### config.mk
export PLATFORM = sky130hd
export DESIGN_NAME = clk_div_gen
export DESIGN_NICKNAME = d
export VERILOG_FILES = /design/src/rtl/clk_div_gen.sv
export SDC_FILE = /design/constraint.sdc
export NUM_CORES = 1
export LEC_CHECK = 0
export ABC_AREA = 1
export BUFFER_PORTS_ARGS = -buffer_cell sky130_fd_sc_hd__buf_2
export CORE_MARGIN = 2
export CORE_UTILIZATION = 35
export CTS_BUF_LIST = sky130_fd_sc_hd__clkbuf_8
export CTS_CLUSTER_SIZE = 8
export DETAILED_ROUTE_END_ITERATION = 10
export GPL_TIMING_DRIVEN = 0
export PLACE_DENSITY_LB_ADDON = 0.1
export SYNTH_ARGS = -nofsm -noshare
export SYNTH_HDL_FRONTEND = slang
export SYNTH_SLANG_ARGS = --single-unit
### constraint.sdc
create_clock -name clk_i -period 5.3 [get_ports clk_i]
set_clock_uncertainty 0.2 [all_clocks]
set_input_delay 1.06 -clock clk_i [delete_from_list [all_inputs] [get_ports clk_i]]
set_output_delay 1.06 -clock clk_i [all_outputs]
set_load 0.02 [all_outputs]
### src/rtl/clk_div_gen.sv
// rtl/clk_div_gen.sv - multi-channel clock-enable / divided-clock generator with stretched reset
// Optional build macro: CLKDIV_RST_SYNC_EN (2-flop synchroniser on rst_i release before the hold counter)
module clk_div_gen #(
  parameter int NUM_CH      = 2,
  parameter int DIV_W       = 8,
  parameter int DEFAULT_DIV = 2,
  parameter int RST_HOLD    = 16,
  parameter int CH_W        = (NUM_CH > 1) ? $clog2(NUM_CH) : 1
) (
  input  logic              clk_i,
  input  logic              rst_i,
  input  logic              cfg_we_i,
  input  logic [CH_W-1:0]   cfg_ch_i,
  input  logic [DIV_W-1:0]  cfg_div_i,
  input  logic              sync_i,
  output logic [NUM_CH-1:0] ce_o,
  output logic [NUM_CH-1:0] clk_o,
  output logic              rst_o,
  output logic              locked_o
);

  localparam logic [DIV_W-1:0] DIV_RST = DIV_W'(DEFAULT_DIV);
  localparam logic [DIV_W-1:0] DIV_ONE = DIV_W'(1);

  logic [15:0]       hold_q, hold_d;
  logic              rst_q, rst_d;
  logic              locked_q, locked_d;
  logic              hold_run;
  logic [NUM_CH-1:0] pend_vec;

`ifdef CLKDIV_RST_SYNC_EN
  logic [1:0] sync_rst_q, sync_rst_d;
  assign sync_rst_d = {sync_rst_q[0], 1'b0};
  // Release of rst_i is retimed through two flops; assertion stays asynchronous
  always_ff @(posedge clk_i or posedge rst_i) begin
    if (rst_i) sync_rst_q <= 2'b11;
    else       sync_rst_q <= sync_rst_d;
  end
  assign hold_run = ~sync_rst_q[1];
`else
  assign hold_run = 1'b1;
`endif

  // Hold counter: keep rst_o high for RST_HOLD counting cycles, then stop
  always_comb begin
    hold_d = hold_q;
    rst_d  = rst_q;
    if (rst_q && hold_run) begin
      hold_d = hold_q + 16'd1;
      rst_d  = (({1'b0, hold_q} + 17'd1) < 17'(RST_HOLD));
    end
  end

  // Lock is reported one cycle after the reset/pending state it reflects
  always_comb begin
    locked_d = ~rst_q & ~(|pend_vec);
  end

  // Global reset-stretch and lock state
  always_ff @(posedge clk_i or posedge rst_i) begin
    if (rst_i) begin
      hold_q   <= '0;
      rst_q    <= 1'b1;
      locked_q <= 1'b0;
    end else begin
      hold_q   <= hold_d;
      rst_q    <= rst_d;
      locked_q <= locked_d;
    end
  end

  assign rst_o    = rst_q;
  assign locked_o = locked_q;

  for (genvar g = 0; g < NUM_CH; g++) begin : g_ch
    logic [DIV_W-1:0] cnt_q, cnt_d;
    logic [DIV_W-1:0] div_q, div_d;
    logic [DIV_W-1:0] pdiv_q, pdiv_d;
    logic [DIV_W-1:0] div_m1;
    logic [DIV_W:0]   half_d;
    logic             pend_q, pend_d;
    logic             clk_q, clk_d;
    logic             hit, wrap;

    assign div_m1 = div_q - DIV_ONE;
    assign hit    = cfg_we_i & (cfg_ch_i == CH_W'(g));
    // Ratios 0 and 1 have no real period, so every cycle counts as a boundary
    assign wrap   = (div_q <= DIV_ONE) | (cnt_q == div_m1);

    // Counter advance and ratio hand-over at period boundaries or on sync_i
    always_comb begin
      cnt_d  = cnt_q;
      div_d  = div_q;
      pdiv_d = pdiv_q;
      pend_d = pend_q;
      if (rst_q) begin
        cnt_d = '0;
      end else if (sync_i || wrap) begin
        cnt_d = '0;
        if (hit) begin
          div_d  = cfg_div_i;
          pend_d = 1'b0;
        end else if (pend_q) begin
          div_d  = pdiv_q;
          pend_d = 1'b0;
        end
      end else begin
        cnt_d = cnt_q + DIV_ONE;
        if (hit) begin
          pdiv_d = cfg_div_i;
          pend_d = 1'b1;
        end
      end
    end

    // Divided clock is registered from the next count so it never glitches
    assign half_d = ({1'b0, div_d} + {{DIV_W{1'b0}}, 1'b1}) >> 1;
    assign clk_d  = ~rst_d & (div_d > DIV_ONE) & ({1'b0, cnt_d} < half_d);

    // Per-channel state registers
    always_ff @(posedge clk_i or posedge rst_i) begin
      if (rst_i) begin
        cnt_q  <= '0;
        div_q  <= DIV_RST;
        pdiv_q <= '0;
        pend_q <= 1'b0;
        clk_q  <= 1'b0;
      end else begin
        cnt_q  <= cnt_d;
        div_q  <= div_d;
        pdiv_q <= pdiv_d;
        pend_q <= pend_d;
        clk_q  <= clk_d;
      end
    end

    assign ce_o[g]     = ~rst_q & ((div_q == DIV_ONE) | ((div_q > DIV_ONE) & (cnt_q == div_m1)));
    assign clk_o[g]    = clk_q;
    assign pend_vec[g] = pend_q;
  end

endmodule

==> flow_summary_export.csv <==
group,metric,value,unit
die,die_y,123,um
synth,syn-num-nets,726,
detailed_routing,vias_per_cell,4.77,
synth,syn_inst,687,
layout,fin_nets,756,
cts,htree_levels,3,
sta,worst_pin_slew,0.609,ns
pwr,power_density,269,nW/um^2
detailed_routing,wl_per_cell,13.5,um
detailed_routing,drc,0,
cts,clk_pin_slew,0.08,ns
detailed_routing,vias,4306,
cts,cts-root-buf,"clkbuf_8",
layout,drive_above_1_share,12.3,%
grt,grt_pass1_vias,4291,
detailed_routing,firstDrtPassIters,4,
synth,synth-seq-area-share,35.6,%
synth,synthTopCellsByArea,"dfrtp_1 (34%), nand2_1 (15%), ha_1 (6.6%)",
layout,nFillCells,1438,
pwr,ir_drop,0.148,mV
detailed_routing,drt-total-wl,12200,um
setup_path,critPathArrivalTime,3.91,ns
synth,synth_top_area_share,34.0,%
synth,ys_warn_count,0,
cts,ctsHoldBuffers,0,
die,fp.dieW,123,um
place,io_buffer_count,18,
die,num_rows,43,
synth,synth_edf_count,0,
place,place_congestion,0.849,
grt,track_usage,17.8,%
layout,areaGrowthSynthToFinish,10.7,%
die,start_util,35.7,%
die,die-area,15100,sq um
sta,period_share,72.0,%
synth,yosys.area.top_type,"dfrtp_1",
die,ioPinCount,19,
sta,rsz0062_at_grt,"no",
sta,relSlewSlack,59.4,%
pwr,p_leak,2.69,nW
sta,slew_viol_final,0,
grt,grt_first_pass_wirelength,20700,um
grt,antenna_found_initial,0,
hold_path,min-delay-path-class,"reg -> reg",
setup_path,cp.required,5.40,ns
setup_path,cp-start-kind,"flip-flop",
setup_path,slowest_stage,"dfstp_2",
synth,netlist_top_cells_count,"nand2_1 (196), inv_1 (80), dfrtp_1 (67), nor2_1 (61), o21ai_0 (49)",
cts,cts_resized,0,
sta,max_freq,0.262,GHz
job,cap_violations,0,
sta,fin_tns_setup,0,ns
grt,overflow,0,
cts,numCtsBuffers,9,
setup_path,max_stage_delay,0.54,ns
synth,syn_area,4930,sq um
setup_path,critPathKind,"reg -> reg",
sta,post-route-min-period,3.82,ns
sta,hold-worst-slack,0.291,ns
setup_path,crit_fanout,10,
cts,clockBufferDepth,2,
cts,cts_tree,"done",
die,design.core.area,13800,sq um
synth,synthArstFlopShare,100,%
sta,setup_viol,0,
setup_path,endpoint_kind,"flip-flop",
layout,antennaDiodeCount,0,
synth,syn_avg_cell_area,7.18,sq um
synth,ys.flop_type,"dfrtp_1",
synth,yosysMostFrequentCell,"nand2_1",
layout,seqCellArea,1760,sq um
setup_path,cp_common_cell,"nand2_1",
detailed_routing,drt_iter0_markers,157,
outcome,status,"complete, no violations",
detailed_routing,detail-route-antenna-nets,0,
place,hpwl,9720,um
sta,hold_viol_final,0,
grt,grt_max_degree,49,
cts,cts.sinks,70,
synth,synth-seq-cells,70,
cts,cts_setup_buffers,0,
synth,synth_cell_type_count,40,
layout,multiInputGateArea,2740,sq um
cts,clk-insertion-delay-late,0.37,ns
cell families (layout without fill, tap and decap cells):
logic type	Yosys count	count (layout)	share of synthesized area, %
buf+inv	109	144	8.80
mux	3	3	0.685
xor+xnor	28	28	5.28
compound gates	83	83	10.1
fa+ha+maj	26	26	6.59
simple gates	368	368	33.0
flops	70	70	35.6
cell usage in the layout (no fill, tap or decap), drive strengths merged, types with 2 or more instances in the layout:
cell / count
a21oi: 11
a31oi: 2
and3: 2
buf: 25
clkbuf: 22
clkinv: 4
dfrtp: 67
dfstp: 3
ha: 26
inv: 93
mux2: 3
nand2: 207
nand3: 51
nand3b: 4
nand4: 13
nor2: 73
nor3: 13
nor3b: 3
o211ai: 10
o21a: 3
o21ai: 55
xnor2: 9
xor2: 18
area by class of cell:
class / instances / share of cell area [%]
repair buffers: 19 / 2.15
multi-input cells: 508 / 50.3
inverters: 93 / 6.44
flip-flops and latches: 70 / 32.1
well taps: 180 / 4.12
plain buffers: 16 / 1.56
clock inverters: 4 / 0.298
clock buffers: 12 / 3.02
metrics by stage:
step / cells / area (sq um) / total power, mW / util [%] / setup slack [ns]
5_1_grt: 902 / 5460 / 1.58 / 39.5 / 1.10
2_1_floorplan: 687 / 4930 / 0.955 / - / 1.92
3_5_place_dp: 886 / 5280 / 1.07 / 38.2 / 1.32
4_1_cts: 902 / 5460 / 1.49 / 39.5 / 1.46
3_3_place_gp: 885 / 5250 / 1.06 / 38.0 / 1.30
6_report: 902 / 5460 / 1.47 / 39.5 / 1.48
registers in the layout, indices dropped and copies added (netlist names):
name / flops
g_ch.pend_q: 2
g_ch.cnt_q: 16
locked_o: 1
g_ch.pdiv_q: 16
g_ch.div_q: 16
rst_o: 1
hold_q: 16
g_ch.clk_q: 2
metal layers:
metal	vias to the layer above	GRT usage, %	routed length, um
li1	2262	-	-
met1	1971	22.6	5820
met2	49	30.1	5830
met3	24	3.53	285
met4	0	6.54	269
met5	-	0	0
where the power goes:
group          switching, mW  internal, mW  leakage, nW  total, mW
combinational          0.266         0.150         1.70      0.416
sequential            0.0524         0.585        0.883      0.638
clock                  0.214         0.203        0.106      0.417
total                  0.532         0.938         2.69       1.47
worst max-delay path: cells and delay by family (launching register included):
family | cells | cell delay, ns
and+or+nand+nor | 14 | 1.29
adders and majority gates | 3 | 0.87
buffers and inverters | 5 | 0.49
AOI/OAI and AO/OA | 3 | 0.36
DFF | 1 | 0.54
worst paths after layout:
check,cells after the start,from,slack (ns),endpoint
hold / removal,2,g_ch[1].pdiv_q[5],0.29,g_ch[1].pdiv_q[5]
hold reg to reg,2,g_ch[1].pdiv_q[5],0.29,g_ch[1].pdiv_q[5]
setup / recovery,25,g_ch[1].div_q[1],1.48,g_ch[1].clk_q
setup reg to reg,25,g_ch[1].div_q[1],1.48,g_ch[1].clk_q
max in group asynchronous,3,rst_i,3.85,g_ch[1].div_q[1]
min in group asynchronous,2,rst_i,0.45,hold_q[5]
Power figures use the tool's default switching activity.
